==> src/rtl/sync_fifo_param.sv <==
// Parametrised single-clock FIFO with almost-full/almost-empty thresholds and overflow/underflow pulses.
// Define FIFO_FWFT_EN at compile time for a show-ahead (first-word-fall-through) read port.
module sync_fifo_param #(
  parameter int unsigned DATA_W    = 8,
  parameter int unsigned ADDR_W    = 3,
  parameter int unsigned AF_THRESH = (1 << ADDR_W) - 2,
  parameter int unsigned AE_THRESH = 2
) (
  input  logic              clk,
  input  logic              rst,
  input  logic              wr_en,
  input  logic [DATA_W-1:0] din,
  input  logic              rd_en,
  output logic [DATA_W-1:0] dout,
  output logic              empty,
  output logic              full,
  output logic              almost_empty,
  output logic              almost_full,
  output logic [ADDR_W:0]   count,
  output logic              overflow,
  output logic              underflow
);

  localparam int unsigned DEPTH = 1 << ADDR_W;
  localparam int unsigned CNT_W = ADDR_W + 1;
  localparam logic [CNT_W-1:0] DEPTH_C = CNT_W'(DEPTH);
  localparam logic [CNT_W-1:0] AF_C    = CNT_W'(AF_THRESH);
  localparam logic [CNT_W-1:0] AE_C    = CNT_W'(AE_THRESH);

  logic [DATA_W-1:0] mem_q [DEPTH];
  logic [ADDR_W-1:0] wr_ptr_q, wr_ptr_d;
  logic [ADDR_W-1:0] rd_ptr_q, rd_ptr_d;
  logic [CNT_W-1:0]  count_q, count_d;
  logic              empty_q, empty_d;
  logic              full_q, full_d;
  logic              ae_q, ae_d;
  logic              af_q, af_d;
  logic              ovf_q, ovf_d;
  logic              unf_q, unf_d;
  logic              wr_acc, rd_acc;
`ifndef FIFO_FWFT_EN
  logic [DATA_W-1:0] dout_q, dout_d;
`endif

  // Acceptance, pointer/count update; flags are precomputed from the next count so they stay registered
  always_comb begin
    wr_acc   = wr_en && (!full_q || rd_en);
    rd_acc   = rd_en && !empty_q;
    wr_ptr_d = wr_ptr_q;
    rd_ptr_d = rd_ptr_q;
    count_d  = count_q;
    if (wr_acc) wr_ptr_d = wr_ptr_q + ADDR_W'(1);
    if (rd_acc) rd_ptr_d = rd_ptr_q + ADDR_W'(1);
    case ({wr_acc, rd_acc})
      2'b10:   count_d = count_q + CNT_W'(1);
      2'b01:   count_d = count_q - CNT_W'(1);
      default: count_d = count_q;
    endcase
    empty_d = (count_d == '0);
    full_d  = (count_d == DEPTH_C);
    ae_d    = (count_d <= AE_C);
    af_d    = (count_d >= AF_C);
    ovf_d   = wr_en && full_q && !rd_en;
    unf_d   = rd_en && empty_q;
`ifndef FIFO_FWFT_EN
    dout_d  = rd_acc ? mem_q[rd_ptr_q] : dout_q;
`endif
  end

  always_ff @(posedge clk or posedge rst) begin
    if (rst) begin
      wr_ptr_q <= '0;
      rd_ptr_q <= '0;
      count_q  <= '0;
      empty_q  <= 1'b1;
      full_q   <= 1'b0;
      ae_q     <= 1'b1;
      af_q     <= 1'b0;
      ovf_q    <= 1'b0;
      unf_q    <= 1'b0;
`ifndef FIFO_FWFT_EN
      dout_q   <= '0;
`endif
    end else begin
      wr_ptr_q <= wr_ptr_d;
      rd_ptr_q <= rd_ptr_d;
      count_q  <= count_d;
      empty_q  <= empty_d;
      full_q   <= full_d;
      ae_q     <= ae_d;
      af_q     <= af_d;
      ovf_q    <= ovf_d;
      unf_q    <= unf_d;
`ifndef FIFO_FWFT_EN
      dout_q   <= dout_d;
`endif
    end
  end

  // Storage is deliberately left unreset; a write into a full FIFO reuses the slot the read vacates
  always_ff @(posedge clk) begin
    if (wr_acc) mem_q[wr_ptr_q] <= din;
  end

`ifdef FIFO_FWFT_EN
  assign dout = empty_q ? '0 : mem_q[rd_ptr_q];
`else
  assign dout = dout_q;
`endif

  assign empty        = empty_q;
  assign full         = full_q;
  assign almost_empty = ae_q;
  assign almost_full  = af_q;
  assign count        = count_q;
  assign overflow     = ovf_q;
  assign underflow    = unf_q;

endmodule
==> config.mk <==
export PLATFORM = sky130hd
export DESIGN_NAME = sync_fifo_param
export DESIGN_NICKNAME = d
export VERILOG_FILES = /design/src/rtl/sync_fifo_param.sv
export SDC_FILE = /design/constraint.sdc
export NUM_CORES = 1
export LEC_CHECK = 0
export CAP_MARGIN = 20
export CORE_ASPECT_RATIO = 1.1
export CORE_MARGIN = 2
export CORE_UTILIZATION = 45
export CTS_CLUSTER_SIZE = 10
export DETAILED_ROUTE_END_ITERATION = 7
export PLACE_DENSITY = 0.74
export RECOVER_POWER = 100
export SYNTH_ARGS = -nofsm -noshare
export SYNTH_HDL_FRONTEND = slang
export SYNTH_SLANG_ARGS = --single-unit
==> constraint.sdc <==
create_clock -name clk -period 2.9 [get_ports clk]
set_input_delay 0.435 -clock clk [delete_from_list [all_inputs] [get_ports clk]]
set_output_delay 0.435 -clock clk [all_outputs]
set_load 0.1 [all_outputs]
==> results of run 1 <==
sequential cells by signal (all words and copies together) (netlist names):
signal and flops:
almost_empty 1, full 1, underflow 1, count 4, empty 1, rd_ptr_q 3, wr_ptr_q 3, mem_q 64
dout 8, overflow 1, almost_full 1
metal layers:
layer  global-route usage [%]  up-vias  part of all wire, %
met4                    6.026        0                  1.2
met5                        0        -                    0
met3                    3.087        8                  4.1
met1                    20.25      861                   44
met2                    25.25       42                   51
li1                         -      828                    -
worst reg2reg max path: stages, from the launching register on:
cell,delay [ps]
dfstp_2,400
nor3b_1,580
xor2_1,140
ha_1,220
a21oi_1,150
xor2_1,160
nor2_1,60
xor2_1,150
buf_4,160
nor4b_2,250
synth_stat cells, drive strengths merged (2+ instances only):
| library cell | count | area (um^2) |
|---|---|---|
| edfxtp | 64 | 1922 |
| dfrtp | 22 | 550.5 |
| nand2 | 17 | 63.81 |
| mux4 | 16 | 360.4 |
| mux2i | 9 | 90.09 |
| nor2 | 8 | 30.03 |
| o21ai | 8 | 40.04 |
| buf | 4 | 17.52 |
| ha | 4 | 50.05 |
| nand2b | 4 | 25.02 |
| xnor2 | 4 | 35.03 |
| xor2 | 4 | 42.55 |
| clkbuf | 3 | 11.26 |
| inv | 3 | 11.26 |
| dfstp | 2 | 52.55 |
| mux2 | 2 | 22.52 |
| nand3 | 2 | 10.01 |
| nor3 | 2 | 10.01 |
| nor4b | 2 | 23.77 |
| or4b | 2 | 20.02 |
per-stage QoR:
stage	hold slack (ps)	area (um^2)	cells	util, %	worst slack [ps]
after detailed placement	474.0	3928	334	52.55	0.2049
after global routing	524.7	4000	350	53.52	141.8
after CTS	495.7	4125	350	55.20	411.9
final	486.9	4000	350	53.52	282.0
after global placement	465.6	3928	334	52.55	137.7
after floorplan	448.1	3460	191	-	66.40
cells by family after synthesis:
| family | count (synthesis) | synth area share [%] |
|---|---|---|
| flip-flops | 88 | 72.98 |
| AND/OR/NAND/NOR | 42 | 6.402 |
| multiplexers | 27 | 13.67 |
| AO/OA/AOI/OAI | 12 | 2.098 |
| buffers and inverters | 10 | 1.157 |
| XOR/XNOR | 8 | 2.242 |
| adder cells (fa/ha/maj) | 4 | 1.447 |
worst paths after layout:
path | start | to | slack (ps) | cells after the start
min in group asynchronous | rst | dout[1] | 690 | 2
setup / recovery | rd_en | full | 280 | 10
setup reg to reg | empty | full | 540 | 9
max in group asynchronous | rst | overflow | 1640 | 2
hold reg to reg | dout[5] | dout[5] | 490 | 2
hold / removal | dout[5] | dout[5] | 490 | 2
area by class of cell:
| cell class | count | area, um^2 |
|---|---|---|
| repair buffers | 45 | 245.2 |
| inverters | 3 | 11.26 |
| clock inverters | 7 | 73.82 |
| multi-input cells | 93 | 889.6 |
| well taps | 105 | 131.4 |
| flip-flops and latches | 88 | 2525 |
| fillers | 619 | 3473 |
| clock buffers | 9 | 123.9 |
==> impl_metrics.yaml, run 1 <==
timing:
  drv_slew: 0
  post-route-period-util_pct: 90.28
  setup-tns-final_ps: 0
  grt_setup_unrepaired: "false"
  clock_skew_ps: 18.51
  setup_violations: 0
  hold_viol: 0
  max-slew-margin-rel_pct: 22.29
  worst_slew_pin_slew_ps: 1171
  fin_crit_ps: 2618
  fmax_ghz: 0.3820
setup_path:
  path_buf_inv: 2
  cp.arrival_ps: 2890
  crit_top_cell: "xor2_1"
  path_class: "in -> reg"
  crit_fanout: 4
  critPathTopFamily: "simple AND/OR/NAND/NOR gates"
  worst_path_max_delay_cell: "nor3b_1"
  slowest_delay_ps: 580
  critPathCaptureType: "flip-flop"
  startpoint_type: "primary input"
  crit_chain: "dlygate4sd3_1 -> nor3b_1 -> xor2_1 -> ha_1 -> a21oi_1 -> xor2_1 -> nor2_1 -> xor2_1 -> buf_4 -> nor4b_2"
  critPathRequiredTime_ps: 3170
cells_and_area:
  syn_to_final_growth_pct: 15.62
  antenna_cells: 0
  final_common_cell: "edfxtp_1"
  final_nets: 256
  drive_gt1_share_pct: 17.55
  layout_common_cells: "edfxtp_1, clkbuf_1, dfrtp_1, nand2_1, mux4_2"
placement:
  portBuffers: 29
  gp_congestion: 0.7374
  dp_hpwl_mm: 3.934
synthesis:
  synthArstFlopShare_pct: 27.27
  syn-num-nets: 207
  ys.flop_type: "edfxtp_1"
  synth-edff-count: 64
  yosysSeqAreaShare_pct: 72.98
  ys_seq_elements: 88
  synthCells: 191
  synth_cell_types: 33
  synth_area_um2: 3460
  yosysWarnings: 0
  syn_area_per_cell_um2: 18.11
global_routing:
  grt_first_pass_wirelength_mm: 9.218
  grt_pass1_vias: 1794
  grt_max_degree: 25
  track_usage_pct: 15.37
  antenna_found_initial: 0
  overflow: 0
detailed_routing:
  routedWlPerCell_um: 17.06
  viasPerCell: 4.969
  drtAntennaViolNets: 0
  drt_wl_total_mm: 5.972
  drcViolationCount: 0
  first_pass_iters: 4
  first_iter_violations: 144
  vias: 1739
die:
  core_um2: 7473
  std_cell_rows: 33
  io-pin-count: 30
  die_w_um: 87.60
  die_h_um: 95.96
  initial_utilization_pct: 46.29
  die_area_um2: 8406
clock_network:
  hold_buffers: 0
  cts-root-buf: "clkbuf_8"
  clk_latency_ps: 360
  htreeDepth: 3
  clock-sinks: 88
  clk_pin_slew_ps: 100
  clockBufferDepth: 2
  cts_tree: "done"
  ctsResizeCount: 0
  post_cts_buffers: 0
  cts_buffers: 9
outcome:
  status: "complete, no violations"
job:
  maxCapViolCount: 0
min_path:
  hp-class: "reg -> reg"
Power of run 1 is left out: the tool's default activity adds up to more than one toggle a clock period on the data nets, which glitch-free logic cannot reach.
==> run 2, diff against run 1 <==
Settings changed: CORE_MARGIN 2 to 4, PLACE_DENSITY 0.74 to 0.64.
==> impl_metrics.yaml, run 2 (same netlist as run 1, synthesis figures left out) <==
timing:
  fin_crit_ps: 2585
  clock_skew_ps: 8.582
  grt_setup_unrepaired: "false"
  drv_slew: 0
  worst_slew_pin_slew_ps: 1358
  fmax_ghz: 0.3869
  post-route-period-util_pct: 89.13
  setup_violations: 0
  max-slew-margin-rel_pct: 9.449
  setup-tns-final_ps: 0
  hold_viol: 0
placement:
  place_inst: 330
  gp_congestion: 0.7877
  portBuffers: 29
  dp_hpwl_mm: 3.839
detailed_routing:
  drcViolationCount: 0
  routedWlPerCell_um: 17.56
  vias: 1747
  drtAntennaViolNets: 0
  first_pass_iters: 4
  viasPerCell: 5.064
  drt_wl_total_mm: 6.059
  first_iter_violations: 44
setup_path:
  path_buf_inv: 1
  worst_path_max_delay_cell: "or4b_2"
  crit_chain: "dlygate4sd3_1 -> nand2b_1 -> nand2_1 -> ha_1 -> or4b_2 -> a31oi_2 -> xor2_2 -> nor4b_2"
  crit_fanout: 5
  path_class: "in -> reg"
  critPathCaptureType: "flip-flop"
  slowest_delay_ps: 610
  startpoint_type: "primary input"
  critPathTopFamily: "simple AND/OR/NAND/NOR gates"
  cp.arrival_ps: 2840
  critPathRequiredTime_ps: 3160
cells_and_area:
  antenna_cells: 0
  multi_input_area_um2: 894.6
  final_common_cell: "edfxtp_1"
  fin_util_pct: 52.97
  final_nets: 252
  layout_common_cells: "edfxtp_1, clkbuf_1, dfrtp_1, nand2_1, mux4_2"
  ff_latch_area_um2: 2525
  largest-register: "mem_q"
  syn_to_final_growth_pct: 14.43
  largest_reg_flops: 64
  drive_gt1_share_pct: 17.08
  final_cells: 345
  n_fill_cell: 649
min_path:
  hp-class: "reg -> reg"
outcome:
  status: "complete, no violations"
clock_network:
  clk_pin_slew_ps: 80
  clk_latency_ps: 340
  post_cts_buffers: 0
  cts_tree: "done"
  ctsResizeCount: 0
  htreeDepth: 3
  clockBufferDepth: 2
  cts_buffers: 9
  clock-sinks: 88
  cts-root-buf: "clkbuf_8"
  hold_buffers: 0
job:
  maxCapViolCount: 0
global_routing:
  grt_max_degree: 25
  grt_first_pass_wirelength_mm: 9.915
  antenna_found_initial: 0
  track_usage_pct: 14.78
  overflow: 0
  grt_pass1_vias: 1876
die:
  die_area_um2: 9156
  die_w_um: 91.60
  die_h_um: 99.96
  initial_utilization_pct: 46.29
  io-pin-count: 30
  core_um2: 7473
  std_cell_rows: 33
## run 2: cell types whose count changed in the layout (fill, tap and decap cells not counted), sizes merged
cell	previous run	this run
clkbuf	41	39
inv	6	4
buf	2	1
## run 2: worst register-to-register path: stages, from the launching register on
cell,delay (ps)
dfstp_2,560
nand2b_1,130
inv_1,70
ha_1,220
or4b_1,540
a31oi_2,220
xor2_2,240
nor4b_2,220
## run 2: final cells by class
type,count,area share [%]
Multi-Input combinational cell,93,22.60
Clock buffer,10,3.477
Tap cell,105,3.319
Clock inverter,5,0.8217
Timing Repair Buffer,41,5.721
Inverter,3,0.2844
Sequential cell,88,63.78
## run 2: per-layer routing
| layer | GRT usage [%] | vias up | share of wire, % |
|---|---|---|---|
| met5 | 0 | - | 0 |
| met4 | 6.613 | 0 | 1.8 |
| met3 | 3.448 | 9 | 4.3 |
| met2 | 25.30 | 37 | 51 |
| met1 | 17.90 | 886 | 43 |
| li1 | - | 815 | - |
## run 2: worst paths after layout
check                      cells past startpoint           to     from  slack (ps)
setup / recovery                               8         full    rd_en         320
hold / removal                                 2      dout[0]  dout[0]         480
setup reg to reg                               7         full    empty         620
hold reg to reg                                2      dout[0]  dout[0]         480
max in group asynchronous                      3      dout[4]      rst        1120
min in group asynchronous                      3  rd_ptr_q[0]      rst         980
## run 2: through the flow
step / setup slack (ps) / instance area, um^2 / hold slack (ps)
final: 315.1 / 3959 / 481.5
after global routing: 165.1 / 3959 / 518.4
after CTS: 442.2 / 4068 / 445.4
after detailed placement: 71.62 / 3897 / 471.7
after global placement: 114.9 / 3897 / 466.2
after floorplan: 66.40 / 3460 / 448.1
Power of run 2 is left out for the same reason.
==> run 3, diff against run 2 <==
Settings changed: CTS_BUF_LIST from default to sky130_fd_sc_hd__clkbuf_8, TNS_END_PERCENT from default to 30.
==> results of run 3 <==
Same layout as run 2: the final DEF is identical, and so are final timing and power.
Power of run 3 is left out for the same reason.
==> RTL edit (settings of run 3) <==
Put one more register stage on the output `underflow`, with the module's reset. The value now appears one clock later. The other outputs are not delayed to match.
--- a/src/rtl/sync_fifo_param.sv
+++ b/src/rtl/sync_fifo_param.sv
@@ -116,3 +116,9 @@
   assign overflow     = ovf_q;
-  assign underflow    = unf_q;
+  always_ff @(posedge clk or posedge rst) begin
+    if (rst) begin
+      underflow <= '0;
+    end else begin
+      underflow <= unf_q;
+    end
+  end
 
Check against the original RTL: not equivalent (Yosys sat finds a counterexample within 4 cycles, from zero or initial values and one cycle with rst high).
==> RTL edit against run 3 <==
Design area is 2.3% higher. Critical endpoint unchanged. Synthesized area is 0.72% higher. Routed wire length hardly changed. Synthesized cell count rose by 0.52%. Largest cell class unchanged. Sequential cell count up 1. Via count decreased by 0.34%. Worst setup slack gained 0.033 ns.
Power is left out: the tool's default activity adds up to more than one toggle a clock period on the data nets, which glitch-free logic cannot reach.
==> RTL edit: results (changes against run 3) <==
- The proportion of layout cells with a drive suffix above 1 came to 17.70% (was 17.08%).
- The distinct cell type count of the synthesized netlist is 33 (unchanged).
- The count of warnings emitted by yosys is 0 (unchanged).
- The count of endpoints failing setup in the final report is 0 (unchanged).
- The clock buffer count from CTS came to 9 (unchanged).
- The final hold slack is 0.3617 ns (was 0.4815 ns).
- Cell types with the largest area share after synthesis: edfxtp_1, dfrtp_1, mux4_2, mux2i_1, nand2_1 (unchanged).
- The global routing met1 resource utilization is 18.82% (was 17.90%).
- The total global routing track utilization is 14.47% (was 14.78%).
- The peak clock frequency supported by timing is 391.9 MHz (was 386.9 MHz).
- The placed cell area was 0.003930 sq mm (was 0.003897 sq mm).
- The number of levels the H-tree was split into is 3 (unchanged).
- The number of non-filler instances in the completed layout came to 348 (was 345).
- The worst slack after detailed placement is 0.09281 ns (was 0.07162 ns).
- The last weighted congestion value of the routability-driven placer is 0.7822 (was 0.7877).
- The endpoint with the worst hold slack is underflow (was dout[0]).
- The maximum number of pins on one net before global-route repair is 26 (was 25).
- The register area share after synthesis is 73.18% (was 72.98%).
- The number of DRC markers after the initial detailed-route iteration is 55 (was 44).
- The worst slew margin relative to its limit is 21.53% (was 9.449%).
- The number of cells on the worst reg-to-reg path is 7 (unchanged).
- The number of optimization iterations in the first detailed-route pass is 4 (unchanged).
- The placed cell count came to 332 (was 330).
- The met2 layer usage reported by global route is 23.37% (was 25.30%).
- The wire length per cell after detailed routing is 17.43 um (was 17.56 um).
- The routed length on met2 is 2.957 mm (was 3.076 mm).
- The placed wire-length estimate is 3.943 mm (was 3.839 mm).
- The worst hold path stage count was 0 (was 2).
- The instance count of the mapped netlist came to 192 (was 191).
- The detailed-routing wirelength on met1 is 2.786 mm (was 2.614 mm).
- The wire length on met3 is 214 um (was 260 um).
- The number of nets in the synthesized netlist is 208 (was 207).
- The data arrival time at the worst-slack endpoint is 2.82 ns (was 2.84 ns).
- The global-route wire length before repair is 9.777 mm (was 9.915 mm).
- The startpoint of the lowest-slack register-to-register path is empty (unchanged).
- The final-layout fill cell count is 670 (was 649).
- The flop-to-flop setup slack was 0.58 ns (was 0.62 ns).
- The number of antenna violations at the first check in global routing came to 0 (unchanged).
- The fraction of registers with async set/reset is 28.09% (was 27.27%).
- The origin of the worst min-delay path is unf_q (was dout[0]).
- The worst path setup slack after routing is 0.3482 ns (was 0.3151 ns).
- The met3 track demand over resource was 3.148% (was 3.448%).
- The via density per instance is 5.003 (was 5.064).
- Status: complete, no violations (unchanged).
- Top cell types by occurrence after synthesis: edfxtp_1, dfrtp_1, nand2_1, mux4_2, mux2i_1 (unchanged).
- The post-route clock skew was 0.009516 ns (was 0.008582 ns).
- The number of global-route vias before repair is 1756 (was 1876).
- The net count of the finished layout came to 254 (was 252).
- The post-CTS resize count is 0 (unchanged).
RTL edit: cell type report:
type / count / area, sq um / area share [%]
Multi-Input combinational cell: 93 / 894.6 / 22.10
Clock buffer: 9 / 123.9 / 3.059
Inverter: 3 / 11.26 / 0.2781
Tap cell: 105 / 131.4 / 3.245
Timing Repair Buffer: 42 / 230.2 / 5.686
Sequential cell: 89 / 2550 / 62.98
Clock inverter: 7 / 107.6 / 2.658
RTL edit: cell families (layout without fill, tap and decap cells):
group | Yosys count | in the layout | share of synthesized area [%]
multiplexers | 27 | 27 | 13.57
AND/OR/NAND/NOR | 42 | 42 | 6.356
AO/OA/AOI/OAI | 12 | 12 | 2.083
flip-flops | 89 | 89 | 73.18
adder cells (fa/ha/maj) | 4 | 4 | 1.436
XOR/XNOR | 8 | 8 | 2.226
buffers and inverters | 10 | 61 | 1.149
